### src/rtl/cic_out_framer_if.sv
// Sample-in / byte-out bundle for the CIC output framer.
// The master side is the framer: it takes samples in and drives the byte stream out.
interface cic_out_framer_if #(
  parameter int unsigned IN_W = 51
);
  logic            clk_enable;
  logic [IN_W-1:0] din;
  logic            din_valid;
  logic [7:0]      tx_data;
  logic            tx_valid;
  logic            tx_ready;

  modport master (
    input  clk_enable,
    input  din,
    input  din_valid,
    input  tx_ready,
    output tx_data,
    output tx_valid
  );

  modport slave (
    output clk_enable,
    output din,
    output din_valid,
    output tx_ready,
    input  tx_data,
    input  tx_valid
  );
endinterface

### src/rtl/cic_out_framer.sv
// Rounds, scales and saturates decimated CIC samples, queues them, and serialises
// each one as a header byte followed by big-endian two's-complement data bytes.
module cic_out_framer #(
  parameter int unsigned  IN_W  = 51,
  parameter int unsigned  OUT_W = 24,
  parameter int unsigned  SHIFT = 27,
  parameter int unsigned  DEPTH = 8,
  parameter logic [7:0]   HDR   = 8'hA5,
  localparam int unsigned LVL_W = $clog2(DEPTH) + 1
) (
  input  logic              clk,
  input  logic              reset,
  cic_out_framer_if.master  bus,
  output logic [LVL_W-1:0]  o_fifo_level,
  output logic              o_overflow
);

  localparam int unsigned PTR_W  = (DEPTH > 1) ? $clog2(DEPTH) : 1;
  localparam int unsigned NB     = OUT_W / 8;
  localparam int unsigned CNT_W  = (NB > 1) ? $clog2(NB) : 1;
  localparam int unsigned RND_SH = (SHIFT > 0) ? SHIFT - 1 : 0;
  localparam logic [IN_W:0] RND  = (SHIFT > 0) ? ((IN_W+1)'(1) << RND_SH) : '0;

  typedef enum logic [1:0] {S_IDLE, S_HEAD, S_DATA} state_t;

  logic signed [IN_W:0] w_sum;
  logic signed [IN_W:0] w_q;
  logic                 w_out_of_range;
  logic [OUT_W-1:0]     w_sat;

  logic                 r_s_valid;
  logic [OUT_W-1:0]     r_s_data;

  logic [OUT_W-1:0]     r_mem [DEPTH];
  logic [PTR_W-1:0]     r_wr_ptr;
  logic [PTR_W-1:0]     r_rd_ptr;
  logic [LVL_W-1:0]     r_level;
  logic                 r_overflow;
  logic                 w_full;
  logic                 w_empty;
  logic                 w_push;
  logic                 w_pop;

  state_t               r_state;
  state_t               w_state_nxt;
  logic [OUT_W-1:0]     r_shift;
  logic [OUT_W-1:0]     w_shift_nxt;
  logic [CNT_W-1:0]     r_cnt;
  logic [CNT_W-1:0]     w_cnt_nxt;
  logic [7:0]           r_tx_data;
  logic [7:0]           w_tx_data_nxt;
  logic                 r_tx_valid;
  logic                 w_tx_valid_nxt;
  logic                 w_acc;

  // Round half-up at one extra bit of headroom, then arithmetic shift.
  assign w_sum = $signed({bus.din[IN_W-1], bus.din}) + $signed(RND);
  assign w_q   = w_sum >>> SHIFT;

  // In range only when every bit above the output sign bit matches it.
  assign w_out_of_range = !((&w_q[IN_W:OUT_W-1]) || !(|w_q[IN_W:OUT_W-1]));
  assign w_sat = !w_out_of_range ? w_q[OUT_W-1:0] :
                 (w_q[IN_W] ? {1'b1, {(OUT_W-1){1'b0}}} : {1'b0, {(OUT_W-1){1'b1}}});

  always_ff @(posedge clk) begin
    if (reset) begin
      r_s_valid <= 1'b0;
      r_s_data  <= '0;
    end else begin
      r_s_valid <= bus.clk_enable & bus.din_valid;
      if (bus.clk_enable & bus.din_valid) r_s_data <= w_sat;
    end
  end

  // A full FIFO still accepts a push when the serialiser pops in the same cycle.
  assign w_full  = (r_level == LVL_W'(DEPTH));
  assign w_empty = (r_level == '0);
  assign w_push  = r_s_valid & (!w_full | w_pop);

  always_ff @(posedge clk) begin
    if (w_push) r_mem[r_wr_ptr] <= r_s_data;
  end

  always_ff @(posedge clk) begin
    if (reset) begin
      r_wr_ptr   <= '0;
      r_rd_ptr   <= '0;
      r_level    <= '0;
      r_overflow <= 1'b0;
    end else begin
      if (w_push) r_wr_ptr <= r_wr_ptr + PTR_W'(1);
      if (w_pop)  r_rd_ptr <= r_rd_ptr + PTR_W'(1);
      if (w_push && !w_pop)      r_level <= r_level + LVL_W'(1);
      else if (!w_push && w_pop) r_level <= r_level - LVL_W'(1);
      if (r_s_valid && !w_push)  r_overflow <= 1'b1;
    end
  end

  always_ff @(posedge clk) begin
    if (reset) begin
      r_state    <= S_IDLE;
      r_shift    <= '0;
      r_cnt      <= '0;
      r_tx_data  <= '0;
      r_tx_valid <= 1'b0;
    end else begin
      r_state    <= w_state_nxt;
      r_shift    <= w_shift_nxt;
      r_cnt      <= w_cnt_nxt;
      r_tx_data  <= w_tx_data_nxt;
      r_tx_valid <= w_tx_valid_nxt;
    end
  end

  assign w_acc = r_tx_valid & bus.tx_ready;

  // r_cnt holds the number of data bytes still to load after the one on tx_data.
  always_comb begin
    w_state_nxt    = r_state;
    w_shift_nxt    = r_shift;
    w_cnt_nxt      = r_cnt;
    w_tx_data_nxt  = r_tx_data;
    w_tx_valid_nxt = r_tx_valid;
    w_pop          = 1'b0;
    case (r_state)
      S_IDLE: begin
        if (!w_empty) begin
          w_pop          = 1'b1;
          w_shift_nxt    = r_mem[r_rd_ptr];
          w_tx_data_nxt  = HDR;
          w_tx_valid_nxt = 1'b1;
          w_state_nxt    = S_HEAD;
        end
      end
      S_HEAD: begin
        if (w_acc) begin
          w_tx_data_nxt = r_shift[OUT_W-1 -: 8];
          w_shift_nxt   = r_shift << 8;
          w_cnt_nxt     = CNT_W'(NB - 1);
          w_state_nxt   = S_DATA;
        end
      end
      S_DATA: begin
        if (w_acc) begin
          if (r_cnt != '0) begin
            w_tx_data_nxt = r_shift[OUT_W-1 -: 8];
            w_shift_nxt   = r_shift << 8;
            w_cnt_nxt     = r_cnt - CNT_W'(1);
          end else if (!w_empty) begin
            w_pop         = 1'b1;
            w_shift_nxt   = r_mem[r_rd_ptr];
            w_tx_data_nxt = HDR;
            w_state_nxt   = S_HEAD;
          end else begin
            w_tx_valid_nxt = 1'b0;
            w_state_nxt    = S_IDLE;
          end
        end
      end
      default: w_state_nxt = S_IDLE;
    endcase
  end

  assign bus.tx_data   = r_tx_data;
  assign bus.tx_valid  = r_tx_valid;
  assign o_fifo_level  = r_level;
  assign o_overflow    = r_overflow;

endmodule
### src/flat_wrapper.sv
// flat-port wrapper written by rule: the top's interface ports become plain ports
module cic_out_framer_flat 
#(
  parameter int unsigned  IN_W  = 51,
  parameter int unsigned  OUT_W = 24,
  parameter int unsigned  SHIFT = 27,
  parameter int unsigned  DEPTH = 8,
  parameter logic [7:0]   HDR   = 8'hA5,
  localparam int unsigned LVL_W = $clog2(DEPTH) + 1
)
  (clk, reset, o_fifo_level, o_overflow, bus_clk_enable, bus_din, bus_din_valid, bus_tx_ready, bus_tx_data, bus_tx_valid);
  cic_out_framer_if #(.IN_W(IN_W)) bus_i ();
  input  logic clk;
  input  logic reset;
  output logic [LVL_W-1:0] o_fifo_level;
  output logic o_overflow;
  input wire logic [$bits(bus_i.clk_enable)-1:0] bus_clk_enable;
  input wire logic [$bits(bus_i.din)-1:0] bus_din;
  input wire logic [$bits(bus_i.din_valid)-1:0] bus_din_valid;
  input wire logic [$bits(bus_i.tx_ready)-1:0] bus_tx_ready;
  output wire logic [$bits(bus_i.tx_data)-1:0] bus_tx_data;
  output wire logic [$bits(bus_i.tx_valid)-1:0] bus_tx_valid;
  assign bus_i.clk_enable = bus_clk_enable;
  assign bus_i.din = bus_din;
  assign bus_i.din_valid = bus_din_valid;
  assign bus_i.tx_ready = bus_tx_ready;
  assign bus_tx_data = bus_i.tx_data;
  assign bus_tx_valid = bus_i.tx_valid;
  cic_out_framer #(.IN_W(IN_W), .OUT_W(OUT_W), .SHIFT(SHIFT), .DEPTH(DEPTH), .HDR(HDR)) u_core (.clk(clk), .reset(reset), .bus(bus_i), .o_fifo_level(o_fifo_level), .o_overflow(o_overflow));
endmodule
### config.mk
export PLATFORM = sky130hd
export DESIGN_NAME = cic_out_framer_flat
export DESIGN_NICKNAME = d
export VERILOG_FILES = /design/src/rtl/cic_out_framer_if.sv /design/src/rtl/cic_out_framer.sv /design/src/flat_wrapper.sv
export SDC_FILE = /design/constraint.sdc
export NUM_CORES = 1
export LEC_CHECK = 0
export CORE_MARGIN = 3
export CORE_UTILIZATION = 25
export CTS_CLUSTER_SIZE = 24
export DETAILED_ROUTE_END_ITERATION = 16
export DONT_BUFFER_PORTS = 1
export GPL_ROUTABILITY_DRIVEN = 1
export PLACE_DENSITY = 0.37
export SLEW_MARGIN = 10
export SYNTH_ARGS = -nofsm -noshare
export SYNTH_HDL_FRONTEND = slang
export SYNTH_SLANG_ARGS = --single-unit
### constraint.sdc
create_clock -name clk -period 4.2 [get_ports clk]
set_clock_uncertainty 0.05 [all_clocks]
set_input_delay 0.42 -clock clk [delete_from_list [all_inputs] [get_ports clk]]
set_output_delay 0.42 -clock clk [all_outputs]
set_load 0.05 [all_outputs]
==> results.toml <==
[logic_synthesis]
synth_edf_count = 192
syn_area_per_cell_um2 = 15.41
synthDistinctLibCells = 54
muxShareOfSynthArea = 0.1267
synth_top_family_by_area = "multiplexers"
synth_flop_cell = "edfxtp_1"
netlist_instances = 697
ys.warnings.count = 0
synth_nets = 765
synth_fa_ha_area_frac = 0.01468
ys_seq_elements = 268
yosys.area_share.simple = 0.06419
syn_area_um2 = 10740
synth_xor_area_frac = 0.01712
async_flop_share = 0
yosysSeqAreaShare = 0.6785
synth-compound-area-share = 0.07863

[worst_setup_path]
path_cells = "inv_1 > ha_1 > a41oi_1 > nand3_1 > nand2_1 > inv_1 > ha_1 > inv_1 > ha_1 > a21o_1 > a21oi_1 > xnor2_1 > or3_1 > a21oi_1"
worstRegToRegCells = 14
max_stage_delay_ns = 0.40
cp-start-kind = "flip-flop"
required_ns = 4.62
arrival_ns = 3.80
crit_fanout = 10
worst_setup_path_end_kind = "flip-flop"
crit_type = "flip-flop to flip-flop"
crit_slowest_cell = "a41oi_1"

[place]
place_ws_ns = 0.8229
post-dp-hpwl_um = 15330
place_congestion = 0.8082
dp.cells = 1212
port_buffers = 0

[timing]
tns_ns = 0
rsz0062_at_grt = "no"
setup_violations = 0
final.setup.worst_slack_ns = 0.8244
layout_worst_path_cycle_share = 0.8037
slew_violations = 0
hold_ws_ns = 0.03255
fmax_ghz = 0.2962
finalHoldViolCount = 0
final.min_clock_period_ns = 3.376
worst_pin_slew_ns = 1.060
relSlewSlack = 0.2905

[floorplan]
dieArea_um2 = 45480
io_pins = 70
start_util = 0.2543
core-area_um2 = 42230
die_w_um = 213.3
die_y_um = 213.3
rows = 75

[global_routing]
grt_use_total = 0.1160
antenna_found_initial = 1
grt_max_degree = 49
grt.overflow.total = 0
grt_pass1_vias = 6373
grt_pass1_wl_um = 39880

[detailed_routing]
drtIter0Drc = 531
wl_per_cell_um = 20.42
num_vias = 6053
wl_met1_um = 12380
via_per_inst = 4.736
drc = 0
wl_met2_um = 11950
routed_wl_um = 26090
drtPass1Iterations = 5
antenna_left = 0
top_layer = "met4"
wl_met3_um = 1316

[power_and_ir_drop]
leakage_nw = 4.011
peakVddDrop_v = 0.0002689
powerDensity_nw_per_um2 = 599.2
total_power_mw = 7.487

[cts]
cts_tree = "built"
ctsRootBufferMaster = "clkbuf_16"
cts_setup_buffers = 0
clock_path_buffers = 3
clk_pin_slew_ns = 0.06
clock_latency_ns = 0.55
htreeDepth = 1
cts.repair.resized = 0
numCtsBuffers = 31
cts.sinks = 268

[final_layout]
final_cells = 1278
nNetsFinal = 782
diodes = 0
syn_to_final_growth_pct = 16.34
drive_above_1_share = 0.1949

[min_path]
min_path_type = "input pin to flip-flop"
hold_depth = 2

[flow_run]
maxCapViolCount = 0

[outcome]
outcome = "finished, final reports clean"
==> timing repair <==
action | 4_1_cts | 5_1_grt
hold endpoints to repair | 48 | 0
setup endpoints to repair | 0 | 0
hold buffers | 8 | 0
==> kinds of logic after synthesis <==
logic type               Yosys count
buffers and inverters             49
AND/OR/NAND/NOR                  149
adder cells (fa/ha/maj)           12
flip-flops                       268
XOR/XNOR                          21
AO/OA/AOI/OAI                    124
multiplexers                      74
==> stage by stage <==
stage                     utilization  instance area (um^2)
after floorplan                     -                 10740
after global placement         0.2697                 11390
after detailed placement       0.2697                 11390
after CTS                      0.2959                 12500
after global routing           0.2959                 12500
final                          0.2959                 12500
==> power breakdown <==
group / internal [mW] / switching (mW)
registers: 3.02 / 0.349
logic: 0.702 / 0.793
clock network: 1.60 / 1.02
==> layer usage <==
layer / track usage / vias up
met3: 0.02527 / 29
met4: 0.02552 / 0
met2: 0.1863 / 139
met1: 0.1620 / 3102
li1: - / 2783
met5: 0 / -
==> layout make-up <==
cell class,instances,area [um^2]
fillers,4202,29730
clock buffers,48,909.6
well taps,539,674.4
repair buffers,21,187.7
inverters,12,45.04
clock inverters,10,107.6
flip-flops and latches,268,7293
multi-input cells,380,3278
==> synthesized netlist by cell type (3+ instances only) <==
cell type    n  area share
edfxtp_1   192        0.54
dfxtp_1     76        0.14
nor2_1      65       0.023
mux4_2      48        0.10
o21ai_0     35       0.016
a21oi_1     32       0.015
nand2_1     31       0.011
clkbuf_1    20      0.0070
a222oi_1    16       0.015
mux2_2      16       0.017
xnor2_1     15       0.012
nand3_1     13      0.0061
inv_1       12      0.0042
buf_2       11      0.0051
ha_1        11       0.013
mux2i_1     10      0.0093
nor3_1      10      0.0047
a211oi_1     8      0.0056
xor2_1       6      0.0049
a21o_1       4      0.0028
a22oi_1      4      0.0028
a2bb2oi_1    4      0.0033
a31oi_1      4      0.0023
and3_1       4      0.0023
nand4_1      4      0.0023
a41oi_1      3      0.0024
and4_1       3      0.0024
buf_1        3      0.0010
nand2b_1     3      0.0017
nor4_1       3      0.0017
or3_1        3      0.0017
==> path summary, 6_finish.rpt <==
check             slack, ns                endpoint              start
hold reg to reg        0.45       u_core.r_shift[0]  u_core.r_shift[0]
setup / recovery       0.82  u_core.o_fifo_level[3]  u_core.r_state[0]
hold / removal         0.03      u_core.r_s_data[7]        bus_din[34]
setup reg to reg       0.82  u_core.o_fifo_level[3]  u_core.r_state[0]
==> worst max-delay path, delay by kind of cell, from the launching register on <==
family	cells	cell delay, ns
AOI/OAI and AO/OA	4	0.90
buffers and inverters	3	0.38
adders and majority gates	3	0.81
and+or+nand+nor	3	0.71
xor gates and xnor gates	1	0.09
DFF	1	0.37
==> cells in the final DEF, fill, tap and decap left out, types with 7 or more instances in the layout <==
cell | netlist | routed
clkbuf_8 | 0 | 7
mux4_2 | 48 | 48
dlygate4sd3_1 | 0 | 7
a222oi_1 | 16 | 16
ha_1 | 11 | 11
o21ai_0 | 35 | 35
clkbuf_1 | 20 | 10
nand2_1 | 31 | 31
dfxtp_1 | 76 | 73
nor2_1 | 65 | 62
buf_4 | 1 | 13
mux2_2 | 16 | 16
a211oi_1 | 8 | 8
xnor2_1 | 15 | 15
mux2i_1 | 10 | 10
inv_1 | 12 | 12
a21oi_1 | 32 | 32
clkbuf_16 | 0 | 31
edfxtp_1 | 192 | 192
nand3_1 | 13 | 13
==> state kept, by name, indices dropped and copies added, names as in the netlist, named ones only <==
name	flops
u_core.o_fifo_level	4
u_core.r_mem	192
u_core.r_state	2
u_core.r_s_data	24
u_core.r_shift	24
u_core.r_s_valid	1
u_core.r_rd_ptr	3
u_core.bus.tx_valid	1
u_core.r_wr_ptr	3
u_core.o_overflow	1
u_core.bus.tx_data	8
u_core.r_cnt	2
Power figures use the tool's default switching activity.
